`src/rtl/instr_encoder.sv`:
```
// instr_encoder: packs field-level instruction requests into RV32I words
// (lw, sw, R-type, beq, I-type ALU, jal) and streams them with byte
// addresses through a one-stage registered valid/ready pipeline.
module instr_encoder #(
    parameter int unsigned        ADDR_W    = 32,
    parameter logic [ADDR_W-1:0]  BASE_ADDR = '0
) (
    input  logic              clk,
    input  logic              reset,
    input  logic              clear,
    input  logic              in_valid,
    output logic              in_ready,
    input  logic [2:0]        in_class,
    input  logic [4:0]        in_rd,
    input  logic [4:0]        in_rs1,
    input  logic [4:0]        in_rs2,
    input  logic [2:0]        in_funct3,
    input  logic              in_f7b5,
    input  logic [31:0]       in_imm,
    output logic              out_valid,
    input  logic              out_ready,
    output logic [31:0]       out_instr,
    output logic [ADDR_W-1:0] out_addr,
    output logic [ADDR_W-1:0] out_count,
    output logic              err
);

    localparam logic [6:0]  OP_LOAD   = 7'b0000011;
    localparam logic [6:0]  OP_STORE  = 7'b0100011;
    localparam logic [6:0]  OP_REG    = 7'b0110011;
    localparam logic [6:0]  OP_IMM    = 7'b0010011;
    localparam logic [6:0]  OP_BRANCH = 7'b1100011;
    localparam logic [6:0]  OP_JAL    = 7'b1101111;
    localparam logic [31:0] NOP_WORD  = 32'h0000_0013;

    localparam logic [2:0] CLS_LW   = 3'd0;
    localparam logic [2:0] CLS_SW   = 3'd1;
    localparam logic [2:0] CLS_R    = 3'd2;
    localparam logic [2:0] CLS_BEQ  = 3'd3;
    localparam logic [2:0] CLS_IALU = 3'd4;
    localparam logic [2:0] CLS_JAL  = 3'd5;

    logic              valid_q;
    logic [31:0]       instr_q;
    logic [ADDR_W-1:0] count_q;
    logic              err_q;

    logic [31:0]       instr_d;
    logic              imm_bad_d;
    logic              accept;
    logic              out_fire;

    // Immediate range predicates: the upper bits must be a pure sign
    // extension of the field that actually gets encoded.
    logic fits_12s;
    logic fits_13s;
    logic fits_21s;
    logic fits_shamt;
    logic is_shift;

    assign fits_12s   = (in_imm[31:11] == '0) || (in_imm[31:11] == '1);
    assign fits_13s   = (in_imm[31:12] == '0) || (in_imm[31:12] == '1);
    assign fits_21s   = (in_imm[31:20] == '0) || (in_imm[31:20] == '1);
    assign fits_shamt = (in_imm[31:5] == '0);
    assign is_shift   = (in_funct3 == 3'b001) || (in_funct3 == 3'b101);

    // Handshakes: the output register frees up when it is empty or draining.
    assign in_ready = !valid_q || out_ready;
    assign accept   = in_valid && in_ready;
    assign out_fire = valid_q && out_ready;

    // Encode the request; out-of-range immediates are truncated and flagged.
    always_comb begin
        instr_d   = NOP_WORD;
        imm_bad_d = 1'b0;
        case (in_class)
            CLS_LW: begin
                instr_d   = {in_imm[11:0], in_rs1, 3'b010, in_rd, OP_LOAD};
                imm_bad_d = !fits_12s;
            end
            CLS_SW: begin
                instr_d   = {in_imm[11:5], in_rs2, in_rs1, 3'b010, in_imm[4:0], OP_STORE};
                imm_bad_d = !fits_12s;
            end
            CLS_R: begin
                instr_d   = {1'b0, in_f7b5, 5'b00000, in_rs2, in_rs1, in_funct3, in_rd, OP_REG};
            end
            CLS_BEQ: begin
                instr_d   = {in_imm[12], in_imm[10:5], in_rs2, in_rs1, 3'b000,
                             in_imm[4:1], in_imm[11], OP_BRANCH};
                imm_bad_d = !fits_13s || in_imm[0];
            end
            CLS_IALU: begin
                if (is_shift) begin
                    instr_d   = {1'b0, in_f7b5, 5'b00000, in_imm[4:0], in_rs1, in_funct3, in_rd, OP_IMM};
                    imm_bad_d = !fits_shamt;
                end else begin
                    instr_d   = {in_imm[11:0], in_rs1, in_funct3, in_rd, OP_IMM};
                    imm_bad_d = !fits_12s;
                end
            end
            CLS_JAL: begin
                instr_d   = {in_imm[20], in_imm[10:1], in_imm[11], in_imm[19:12], in_rd, OP_JAL};
                imm_bad_d = !fits_21s || in_imm[0];
            end
            default: begin
                // Illegal class: emit a harmless NOP and flag it.
                instr_d   = NOP_WORD;
                imm_bad_d = 1'b1;
            end
        endcase
    end

    // Output stage, word counter and sticky error; clear acts like reset and
    // wins over any coincident handshake.
    always_ff @(posedge clk) begin
        if (reset || clear) begin
            valid_q <= 1'b0;
            instr_q <= '0;
            count_q <= '0;
            err_q   <= 1'b0;
        end else begin
            if (out_fire) begin
                count_q <= count_q + ADDR_W'(1);
            end
            if (accept) begin
                valid_q <= 1'b1;
                instr_q <= instr_d;
                if (imm_bad_d) begin
                    err_q <= 1'b1;
                end
            end else if (out_fire) begin
                valid_q <= 1'b0;
            end
        end
    end

    // The presented word is always the next one to be counted, so its
    // address follows directly from the count.
    assign out_addr  = BASE_ADDR + (count_q << 2);
    assign out_valid = valid_q;
    assign out_instr = instr_q;
    assign out_count = count_q;
    assign err       = err_q;

endmodule

```
`config.mk`:
```
export PLATFORM = sky130hd
export DESIGN_NAME = instr_encoder
export DESIGN_NICKNAME = d
export VERILOG_FILES = /design/src/rtl/instr_encoder.sv
export SDC_FILE = /design/constraint.sdc
export NUM_CORES = 1
export LEC_CHECK = 0
export BUFFER_PORTS_ARGS = -buffer_cell sky130_fd_sc_hd__buf_2
export CORE_MARGIN = 1
export CORE_UTILIZATION = 51
export DETAILED_ROUTE_END_ITERATION = 10
export HOLD_SLACK_MARGIN = 0.12
export PLACE_DENSITY = 0.86
export RECOVER_POWER = 100
export SLEW_MARGIN = 0
export SYNTH_ARGS = -nofsm -noshare
export SYNTH_HDL_FRONTEND = slang
export SYNTH_SLANG_ARGS = --single-unit
```
`constraint.sdc`:
```
create_clock -name clk -period 4.73 [get_ports clk]
set_input_delay 0.946 -clock clk [delete_from_list [all_inputs] [get_ports clk]]
set_output_delay 0.946 -clock clk [all_outputs]
set_load 0.005 [all_outputs]
```
==> key figures <==
Place
  • Post-DP HPWL: 6698 µm
  • GPL Wtd Cong: 0.9431
  • IO Port Bufs: 155

Clock tree
  • Resized Gates After CTS: 0
  • Clock sinks: 64
  • CTS tree: yes
  • Number of buffers created by CTS: 9
  • Setup repair bufs after CTS: 0
  • CTS Hold Bufs: 0
  • Clk Latency, worst-skew pair: 0.34 ns
  • Root Buffer: clkbuf_8
  • Clk buf depth: 2
  • Clock H-tree levels: 3
  • Clk slew on worst S/H paths: 0.07 ns

STA
  • Fin. max-slew vios: 34
  • Final worst path period share: 62.40%
  • Slew headroom: -9.023%
  • Setup TNS: 0 ns
  • Minimum clock period: 2.951 ns
  • Worst Max-Slew Pin Slew: 1.634 ns
  • RSZ-0062 raised after global routing: no
  • Setup Viol. Count Final: 0
  • Setup Skew: 0.01044 ns
  • Final Hold Fails: 0
  • Fmax: 338.8 MHz
  • Fin Hold WS: 0.4683 ns

GRT
  • Initial antenna violation count: 0
  • Largest net degree at the start of global routing: 61
  • GRT Overall Usage: 25.45%
  • Total congestion overflow: 0
  • Vias in the first global route: 3,203
  • First-pass GRT wire length: 14,480 µm

Final layout
  • Post-layout util: 63.52%
  • Fin nets: 598
  • Most common cell after layout, fill and taps aside: buf_2
  • Layout cells sized above 1: 27.54%
  • N_diodes: 0
  • Synth-to-layout area growth: 18.93%
  • Most frequent cells in the layout: buf_2 (129), nor2_1 (66), dfxtp_1 (64), clkbuf_1 (27), nand2_1 (20)

Yosys
  • Asr flop ratio synth: 0%
  • Post-synth top area cell: dfxtp_1
  • Synth top area share: 37.56%
  • Post-synthesis sequential area ratio: 37.56%
  • Synth Instances: 427
  • Number of synthesized flops with an enable pin: 0
  • Synthesized area: 3411 µm²
  • Yosys reg bits: 64
  • Post-Syn Area per Cell: 7.988 µm²
  • Post-synth cell types: 49
  • Ys Warns: 0
  • Largest cells by area after synthesis: dfxtp_1 (38%), buf_4 (7.5%), nor2_1 (7.3%), xor2_1 (2.8%), o21ai_0 (2.8%)
  • Ys flop type: dfxtp_1

Route
  • Final wirelength: 8931 µm
  • Detail Route Antenna Nets: 0
  • Via/cell ratio: 5.743
  • Drt initial violations: 133
  • Vias: 3,549
  • Pre-antenna DRT Iters: 4
  • Wire length per cell: 14.45 µm
  • # DRC: 0

Critical path
  • Crit-path max FO: 33
  • CP Class: in2reg
  • WP data required: 4.92 ns
  • Critical path arrival: 3.14 ns
  • Crit start category: primary input
  • Crit path capture type: register

Power
  • Sw frac: 26.25%
  • Sequential power share: 51.3%
  • Net switching power: 0.2843 mW
  • Cell area power density: 267.0 nW/µm²
  • P_leak: 1.746 nW
  • Peak VDD IR: 0.1862 mV
  • Clk pwr share: 36.8%
  • Combinational power share: 11.9%
  • Internal power: 0.7988 mW

Floorplanning
  • I/O pins: 158
  • Chip width: 83.78 µm
  • Core ar.: 6386 µm²
  • Starting Density: 53.41%
  • Die area: 7019 µm²
  • Site Rows: 29
  • Height of the die: 83.78 µm

Job
  • Maxcap violations: 1

Outcome
  • Failing checks: capacitance limit, slew limit
  • Status: finished with violations

Hold path
  • Hold/Removal Path Class: reg2reg
-- cells in the mapped netlist, types with 4 or more instances --
| master | n |
|---|---|
| o21ai_0 | 19 |
| and3_1 | 5 |
| dfxtp_1 | 64 |
| or3_1 | 7 |
| a221oi_1 | 5 |
| nand2_1 | 20 |
| o221ai_1 | 6 |
| a21oi_1 | 18 |
| inv_1 | 17 |
| buf_4 | 34 |
| nor3_1 | 16 |
| nand4_1 | 13 |
| nor2_1 | 66 |
| or4_1 | 4 |
| xor2_1 | 11 |
| a22oi_1 | 11 |
| a211oi_1 | 10 |
| and2_1 | 4 |
| xnor2_1 | 9 |
| nor4_1 | 10 |
| clkbuf_1 | 18 |
| nand3_1 | 17 |
| mux2i_1 | 6 |
-- stage by stage --
stage	power, mW	cells	area (µm²)	worst slack, ns
finish	1.083	618	4056	1.779
global route	1.127	618	4056	1.474
CTS	1.088	618	4100	2.335
detailed placement	0.6954	604	3939	1.980
global placement	0.6918	604	3939	2.037
floorplan	0.6388	428	3415	2.418
-- routing by layer --
metal,global-route usage [%],up-vias,part of all wire [%]
met5,0,-,0
met2,43.31,190,47
met4,13.56,0,3.2
li1,-,1714,-
met1,30.50,1619,41
met3,4.451,26,7.9
-- flip-flops by register name, indices dropped and copies added (netlist names) --
| register | cells |
|---|---|
| out_count | 32 |
| out_instr | 30 |
| err | 1 |
| out_valid | 1 |
-- area by class of cell --
type / instances / area, µm²
clock inverters: 3 / 20.02
multi-input cells: 291 / 1710
inverters: 17 / 63.81
flip-flops and latches: 64 / 1281
well taps: 77 / 96.34
repair buffers: 155 / 743.2
fillers: 581 / 2330
clock buffers: 11 / 141.4
-- worst paths after layout --
| check | from | endpoint | slack (ns) | depth (start not counted) |
|---|---|---|---|---|
| worst max-delay path | out_ready | out_instr[7] | 1.78 | 6 |
| worst min-delay path | out_count[30] | out_count[30] | 0.47 | 2 |
| worst max register to register | out_count[0] | out_count[26] | 2.01 | 6 |
| worst min register to register | out_count[30] | out_count[30] | 0.47 | 2 |
-- power by group through the flow --
stage               clock network [mW]  logic (mW)  registers [mW]
floorplan                            0      0.0705           0.568
global placement                     0       0.124           0.568
detailed placement                   0       0.128           0.568
CTS                              0.404       0.128           0.556
global route                     0.428       0.142           0.557
finish                           0.399       0.128           0.556
-- cell families (layout without fill, tap and decap cells) --
kind of cell	count (synthesis)	in the layout	share of synthesized area (%)
AND/OR/NAND/NOR	179	179	26.71
AO/OA/AOI/OAI	83	83	16.29
buffers and inverters	73	186	12.07
flip-flops	64	64	37.56
XOR/XNOR	20	20	5.136
multiplexers	6	6	1.761
adder cells (fa/ha/maj)	1	1	0.3668
other	1	2	0.1099
-- worst max-delay path, cell delays in order --
cell and delay (ns):
clkbuf_1 0.17, nand2b_1 0.19, and2_0 1.24, o221ai_1 0.34, o21ai_0 0.17, nor2_1 0.07
Power figures use the tool's default switching activity.
